**config.mk**
```make
export PLATFORM = sky130hd
export DESIGN_NAME = sw_axis
export DESIGN_NICKNAME = d
export VERILOG_FILES = /design/src/rtl/sw_axis.sv
export SDC_FILE = /design/constraint.sdc
export NUM_CORES = 1
export LEC_CHECK = 0
export ABC_AREA = 1
export CAP_MARGIN = 15
export CORE_ASPECT_RATIO = 0.8
export CORE_MARGIN = 5
export CORE_UTILIZATION = 40
export CTS_CLUSTER_SIZE = 12
export DETAILED_ROUTE_END_ITERATION = 10
export PLACE_DENSITY_LB_ADDON = 0.1
export SETUP_SLACK_MARGIN = 0.05
export SLEW_MARGIN = 15
export SYNTH_ARGS = -nofsm -noshare
export SYNTH_HDL_FRONTEND = slang
export SYNTH_SLANG_ARGS = --single-unit
```
**constraint.sdc**
```tcl
create_clock -name clk_i -period 6 [get_ports clk_i]
set_input_delay 1.2 -clock clk_i [delete_from_list [all_inputs] [get_ports clk_i]]
set_output_delay 1.2 -clock clk_i [all_outputs]
set_load 0.05 [all_outputs]
```
**src/rtl/sw_axis.sv**
```systemverilog
// sw_axis
//
// Debounces the eight board slide switches and publishes every new stable
// switch pattern as one byte on an AXI-Stream master port. A small output
// FIFO absorbs events while the consumer is busy. Events that arrive while
// the FIFO is full are dropped, and a sticky flag records the drop.
//
// Ports
//   clk_i            system clock
//   rst_i            asynchronous, active-high reset
//   sw_i[7:0]        raw slide switches (asynchronous to clk_i)
//   m_axis_tready_i  consumer ready
//   m_axis_tvalid_o  FIFO head is valid
//   m_axis_tdata_o   FIFO head byte (switch pattern)
//   clr_ovf_i        synchronous clear of overflow_o
//   overflow_o       sticky flag, set when an event is dropped
//
// Parameters
//   DEBOUNCE_CYCLES  cycles a new pattern must hold before acceptance (>= 2)
//   FIFO_DEPTH       output FIFO entries (power of 2, >= 2)

module sw_axis #(
  parameter int DEBOUNCE_CYCLES = 500000,
  parameter int FIFO_DEPTH      = 4
) (
  input  logic       clk_i,
  input  logic       rst_i,
  input  logic [7:0] sw_i,
  input  logic       m_axis_tready_i,
  output logic       m_axis_tvalid_o,
  output logic [7:0] m_axis_tdata_o,
  input  logic       clr_ovf_i,
  output logic       overflow_o
);

  localparam int CntW = $clog2(DEBOUNCE_CYCLES);
  localparam int PtrW = $clog2(FIFO_DEPTH);

  logic [7:0]      sync1_q, sync2_q;
  logic [7:0]      cand_q, cand_d;
  logic [CntW-1:0] cnt_q, cnt_d;
  logic [7:0]      stable_q, stable_d;
  logic [7:0]      prevStable_q;
  logic            push_q;

  logic [7:0]      mem_q [FIFO_DEPTH];
  logic [PtrW-1:0] wrPtr_q, rdPtr_q;
  logic [PtrW:0]   count_q;
  logic            overflow_q;

  logic            full, pop, doWrite, dropEvent;

  // The switches are asynchronous to clk_i. Two flops in series bring them
  // safely into the clock domain before any logic looks at them.
  always_ff @(posedge clk_i or posedge rst_i) begin
    if (rst_i) begin
      sync1_q <= 8'h00;
      sync2_q <= 8'h00;
    end else begin
      sync1_q <= sw_i;
      sync2_q <= sync1_q;
    end
  end

  // Debounce treats the byte as a whole. Any bit that differs from the
  // candidate restarts the count. Once the candidate has held for the full
  // window it becomes the stable pattern. The counter then parks at its
  // terminal value, so stable keeps reloading the same value, which has no
  // effect.
  always_comb begin
    cand_d   = cand_q;
    cnt_d    = cnt_q;
    stable_d = stable_q;
    if (sync2_q != cand_q) begin
      cand_d = sync2_q;
      cnt_d  = '0;
    end else if (cnt_q == CntW'(DEBOUNCE_CYCLES - 1)) begin
      stable_d = cand_q;
    end else begin
      cnt_d = cnt_q + 1'b1;
    end
  end

  always_ff @(posedge clk_i or posedge rst_i) begin
    if (rst_i) begin
      cand_q   <= 8'h00;
      cnt_q    <= '0;
      stable_q <= 8'h00;
    end else begin
      cand_q   <= cand_d;
      cnt_q    <= cnt_d;
      stable_q <= stable_d;
    end
  end

  // Change detect compares stable against a one-cycle-delayed copy. The
  // result is a registered pulse on the cycle after stable moves. stable
  // cannot move again for at least DEBOUNCE_CYCLES cycles, so stable_q still
  // holds the new pattern when the FIFO writes it.
  always_ff @(posedge clk_i or posedge rst_i) begin
    if (rst_i) begin
      prevStable_q <= 8'h00;
      push_q       <= 1'b0;
    end else begin
      prevStable_q <= stable_q;
      push_q       <= (stable_q != prevStable_q);
    end
  end

  assign full      = (count_q == (PtrW + 1)'(FIFO_DEPTH));
  assign pop       = m_axis_tvalid_o & m_axis_tready_i;
  // A push into a full FIFO is still accepted when the head leaves in the
  // same cycle. The freed slot is exactly the one the write pointer names.
  assign doWrite   = push_q & (~full | pop);
  assign dropEvent = push_q & full & ~pop;

  // FIFO storage and pointers. The entries are reset as well, so that the
  // head byte reads 0x00 after reset, not stale data.
  always_ff @(posedge clk_i or posedge rst_i) begin
    if (rst_i) begin
      for (int i = 0; i < FIFO_DEPTH; i++) begin
        mem_q[i] <= 8'h00;
      end
      wrPtr_q <= '0;
      rdPtr_q <= '0;
      count_q <= '0;
    end else begin
      if (doWrite) begin
        mem_q[wrPtr_q] <= stable_q;
        wrPtr_q        <= wrPtr_q + 1'b1;
      end
      if (pop) begin
        rdPtr_q <= rdPtr_q + 1'b1;
      end
      if (doWrite && !pop) begin
        count_q <= count_q + 1'b1;
      end else if (pop && !doWrite) begin
        count_q <= count_q - 1'b1;
      end
    end
  end

  // Sticky overflow. If a drop and a clear occur in the same cycle, the drop
  // wins, so that no lost event goes unreported.
  always_ff @(posedge clk_i or posedge rst_i) begin
    if (rst_i) begin
      overflow_q <= 1'b0;
    end else if (dropEvent) begin
      overflow_q <= 1'b1;
    end else if (clr_ovf_i) begin
      overflow_q <= 1'b0;
    end
  end

  assign m_axis_tvalid_o = (count_q != '0);
  assign m_axis_tdata_o  = mem_q[rdPtr_q];
  assign overflow_o      = overflow_q;

endmodule

```
## Yosys cells after proc, flatten, opt, wreduce, memory -nomap -nowiden

Cells that the tools add are included.

| word-level totals | value |
|---|---|
| register bits after elaboration | 100 |
| input bits | 12 |
| logic and storage cells | 59 |

| operators by class | value |
|---|---|
| $add $sub $neg | 5 |
| magnitude comparators | 3 |
| eq/ne operators | 5 |
| mux-type cells | 12 |
| bitwise logic cells | 10 |
| reduce and logical (&&, ||, !) cells | 9 |

Operators by type and width:

| kind | number |
|---|---|
| 19-bit 2-to-1 mux | 2 |
| 32-bit bitwise mux | 1 |
| 8-bit 2-to-1 mux | 3 |
| 19-bit by 1-bit adder with 19-bit output, second input constant | 1 |
| 19-bit equality test, second input constant | 1 |
| 8-bit binary-select mux with 2-bit select | 1 |
| 8-bit demux with 2-bit select | 1 |
| 8-bit inequality test | 2 |
| 3-bit >= comparator, second input constant | 2 |
| 3-bit 2-to-1 mux | 2 |
| 2-bit inverter with 3-bit output | 2 |
| 2-bit by 1-bit adder with 2-bit output, second input constant | 2 |
| 1-bit AND | 4 |
| 2-bit nonzero test | 2 |
| 3-bit by 1-bit adder with 3-bit output, second input constant | 1 |
| 3-bit equality test, second input constant | 1 |
| 1-bit logical AND | 3 |
| 3-bit by 1-bit < comparator with 1-bit output, second input constant | 1 |
| 1-bit inverter | 3 |
| 3-bit nonzero test | 1 |
| 3-bit by 1-bit subtractor with 3-bit output, second input constant | 1 |
| 1-bit logical NOT | 2 |
| 1-bit 2-to-1 mux | 2 |
| 2-bit inequality test, second input constant | 1 |
| other kinds (2) | 2 |

## Depth between registers and ports, before layout

| logic depth | value |
|---|---|
| depth after elaboration | 8 |
| depth in mapped cells | 13 |
| mapped depth without buffers | 12 |

## Worst setup path after synthesis

OpenSTA, ideal clock, no wires.

| path | value |
|---|---|
| kind | reg-to-output |
| start point | register rdPtr_q[0] |
| end point | output m_axis_tdata_o[5] |
| data arrival time | 1.652 ns |
| required time | 4.800 ns |
| path slack | 3.148 ns |
| stages on the path, launching flop included | 6 |
| buffers on the path | 2 |
| path through | dfrtp_1 -> buf_2 -> inv_1 -> buf_2 -> o21ai_0 -> o22ai_1 |

| between the ends | value |
|---|---|
| cells in the longest elaborated chain, start to end | 4 |

Ends and longest elaborated chain:

| item | line | source |
|---|---|---|
| from (decl) | 47 | `logic [PtrW-1:0] wrPtr_q, rdPtr_q;` |
| from (signal assigned) | 133 | `rdPtr_q <= rdPtr_q + 1'b1;` |
| 2-bit inverter with 3-bit output (not written as such) | 156 | `assign m_axis_tdata_o = mem_q[rdPtr_q];` |
| 8-bit binary-select mux with 2-bit select | 156 |  |
| 8-bit 2-to-1 mux (not written as such) (2 in series) | 156 |  |
| to (decl) | 31 | `output logic [7:0] m_axis_tdata_o,` |

Every way passes these cells. The select of a mux whose other input is x is not followed.

## Worst setup path in the final report

| path | value |
|---|---|
| start point | register rdPtr_q[0] |
| end point | output m_axis_tdata_o[2] |

Same word-level chain as after synthesis.

==> run_results.csv <==
group,metric,value,unit
run_status,status,"finished clean",
routing,drc_errors,0,
cts,cts_tree,"yes",
sta,max_freq,0.271,GHz
setup_path,r2r_cells,10,
cts,cts_buffer_depth,2,
synthesis,ys_async_sr_fraction,1.00,
routing,drtIter0Drc,199,
setup_path,end_kind,"primary output",
cts,cts_setup_buffers,0,
global_route,grt_pass1_wl,15500,µm
cells_and_area,layout_common_cells,"nand2_1 (148), dfrtp_1 (100), nor2_1 (64)",
place,placed_area,0.00478,mm²
global_route,grt-busiest-layer,"met1",
cells_and_area,drive_gt1_frac,0.0685,
place,dpl.cell_count,668,
cells_and_area,final_area,0.00514,mm²
sta,maxSlewHeadroom,0.436,
sta,drv_slew,0,
place,portBuffers,21,
floorplanning,boundaryPins,22,
cts,cts-buffers-inserted,9,
sta,holdWs,0.350,ns
setup_path,worstSetupPathType,"flip-flop to primary output",
cts,cts.htree.levels,3,
global_route,use_met1,0.213,
global_route,grt_use_met2,0.206,
synthesis,avgSynthCellArea,8.66,µm²
cts,path_clk_slew,0.07,ns
min_path,hold_path_class,"flip-flop to flip-flop",
synthesis,synth_cells,520,
min_path,whs_path_depth,0,
global_route,met3_usage,0.0403,
setup_path,r2r_setup_slack,3.22,ns
setup_path,crit_arrival,2.50,ns
sta,rsz0062_at_grt,"false",
cts,cts_root_buf,"clkbuf_16",
setup_path,start_kind,"flip-flop",
global_route,gr-total-overflow,0,
setup_path,path_max_fanout,18,
cells_and_area,mostFrequentLayoutCell,"nand2_1",
cells_and_area,fin_nets,554,
sta,setup_violations,0,
floorplanning,dieWidth,129,µm
global_route,globalRouteTotalUtil,0.144,
place,gp_congestion,0.792,
sta,skew,0.00511,ns
synthesis,synth.distinct_cells,31,
synthesis,synth_fp_nets,539,
routing,viasPerCell,4.84,
floorplanning,die_area,0.0135,mm²
setup_path,worst_ep_required_time,4.80,ns
routing,num_vias,3310,
sta,worst_pin_slew,0.844,ns
synthesis,seq_area_frac_synth,0.556,
job,drv_cap,0,
cts,ctsHoldBuffers,0,
floorplanning,die_h,105,µm
synthesis,synth-seq-cells,100,
power_and_ir_drop,totalPowerFinal,1.83,mW
floorplanning,core-area,0.0109,mm²
cells_and_area,area_growth_syn_to_layout,14.1,%
routing,wl_per_cell,13.0,µm
sta,period_share,0.616,
floorplanning,start_util,0.412,
routing,first_pass_iters,4,
place,dp_hpwl,6230,µm
sta,finalCriticalPeriod,3.70,ns
synthesis,ys_warn_count,0,
sta,finalHoldViolCount,0,
routing,wirelength,8890,µm
cells_and_area,fin_cells,684,
floorplanning,rows,34,
global_route,grt_pass1_vias,3113,
sta,tns,0,ns
global_route,antenna_found_initial,0,
power_and_ir_drop,power_leakage,2.59,nW
cells_and_area,n_antenna_cell,0,
cts,insertion_delay,0.34,ns
synthesis,synth-main-ff-cell,"dfrtp_1",
cts,cts-resized-gates,0,
power_and_ir_drop,ir_drop,0.000178,V
routing,ant_nets,0,
global_route,grt_max_degree,67,
synthesis,syn-cell-area,0.00450,mm²
cts,cts_sinks,100,
power_and_ir_drop,power-per-cell-area,356,mW/mm²
synthesis,synth_edf_count,0,
## path summary, 6_finish.rpt
path / startpoint / end
min in group asynchronous: rst_i / overflow_o
hold / removal: sync1_q[2] / sync2_q[2]
setup reg to reg: count_q[0] / count_q[1]
setup / recovery: rdPtr_q[0] / m_axis_tdata_o[2]
hold reg to reg: sync1_q[2] / sync2_q[2]
max in group asynchronous: rst_i / stable_q[4]
## registers in the layout, indices dropped and copies added, names as in the netlist, 3 cells and up
name / count
cand_q: 8
cnt_q: 19
count_q: 3
mem_q: 32
prevStable_q: 8
stable_q: 8
sync1_q: 8
sync2_q: 8
## through the flow
stage	util	worst slack (ns)
floorplan	-	2.18
global placement	0.438	2.26
detailed placement	0.438	2.19
CTS	0.470	2.29
global route	0.470	2.16
finish	0.470	2.30
## Yosys cell counts, types with 4 or more instances
| master | instances | area, µm² |
|---|---|---|
| nand2_1 | 148 | 556 |
| dfrtp_1 | 100 | 2500 |
| nor2_1 | 64 | 240 |
| inv_1 | 52 | 195 |
| o21ai_0 | 35 | 175 |
| o21ai_1 | 20 | 100 |
| nand3_1 | 18 | 90.1 |
| a21oi_1 | 12 | 60.1 |
| clkbuf_1 | 10 | 37.5 |
| xor2_1 | 10 | 87.6 |
| o22ai_1 | 9 | 56.3 |
| ha_1 | 6 | 75.1 |
| nor2_4 | 5 | 56.3 |
| buf_2 | 4 | 20.0 |
## worst max-delay path: stages (launching register included)
cell and delay (ns):
dfrtp_1 0.57, inv_1 0.45, o21ai_0 0.14, o22ai_1 0.16, clkdlybuf4s50_1 0.84
## area by class of cell
| class | instances | area, µm² |
|---|---|---|
| Sequential cell | 100 | 2500 |
| Multi-Input combinational cell | 348 | 1680 |
| Clock inverter | 7 | 128 |
| Timing Repair Buffer | 23 | 225 |
| Fill cell | 1035 | 5800 |
| Inverter | 53 | 201 |
| Clock buffer | 9 | 225 |
| Tap cell | 144 | 180 |
## power breakdown
part	total [mW]	switching (mW)	internal (mW)
Clock	0.678	0.263	0.415
Combinational	0.404	0.265	0.139
Sequential	0.745	0.0455	0.700
## per-layer routing
layer | up-vias | part of all wire
met4 | 0 | 0.0074
met5 | - | 0
met1 | 1589 | 0.52
met2 | 56 | 0.43
li1 | 1660 | -
met3 | 5 | 0.045
## kinds of logic after synthesis
group,after synthesis,share of synthesized area
mux,1,0.00250
buf+inv,72,0.0725
flops,100,0.556
compound gates,79,0.0914
xor+xnor,12,0.0250
simple gates,249,0.232
fa+ha+maj,7,0.0211
No activity file was read; power rests on OpenSTA's default activity.
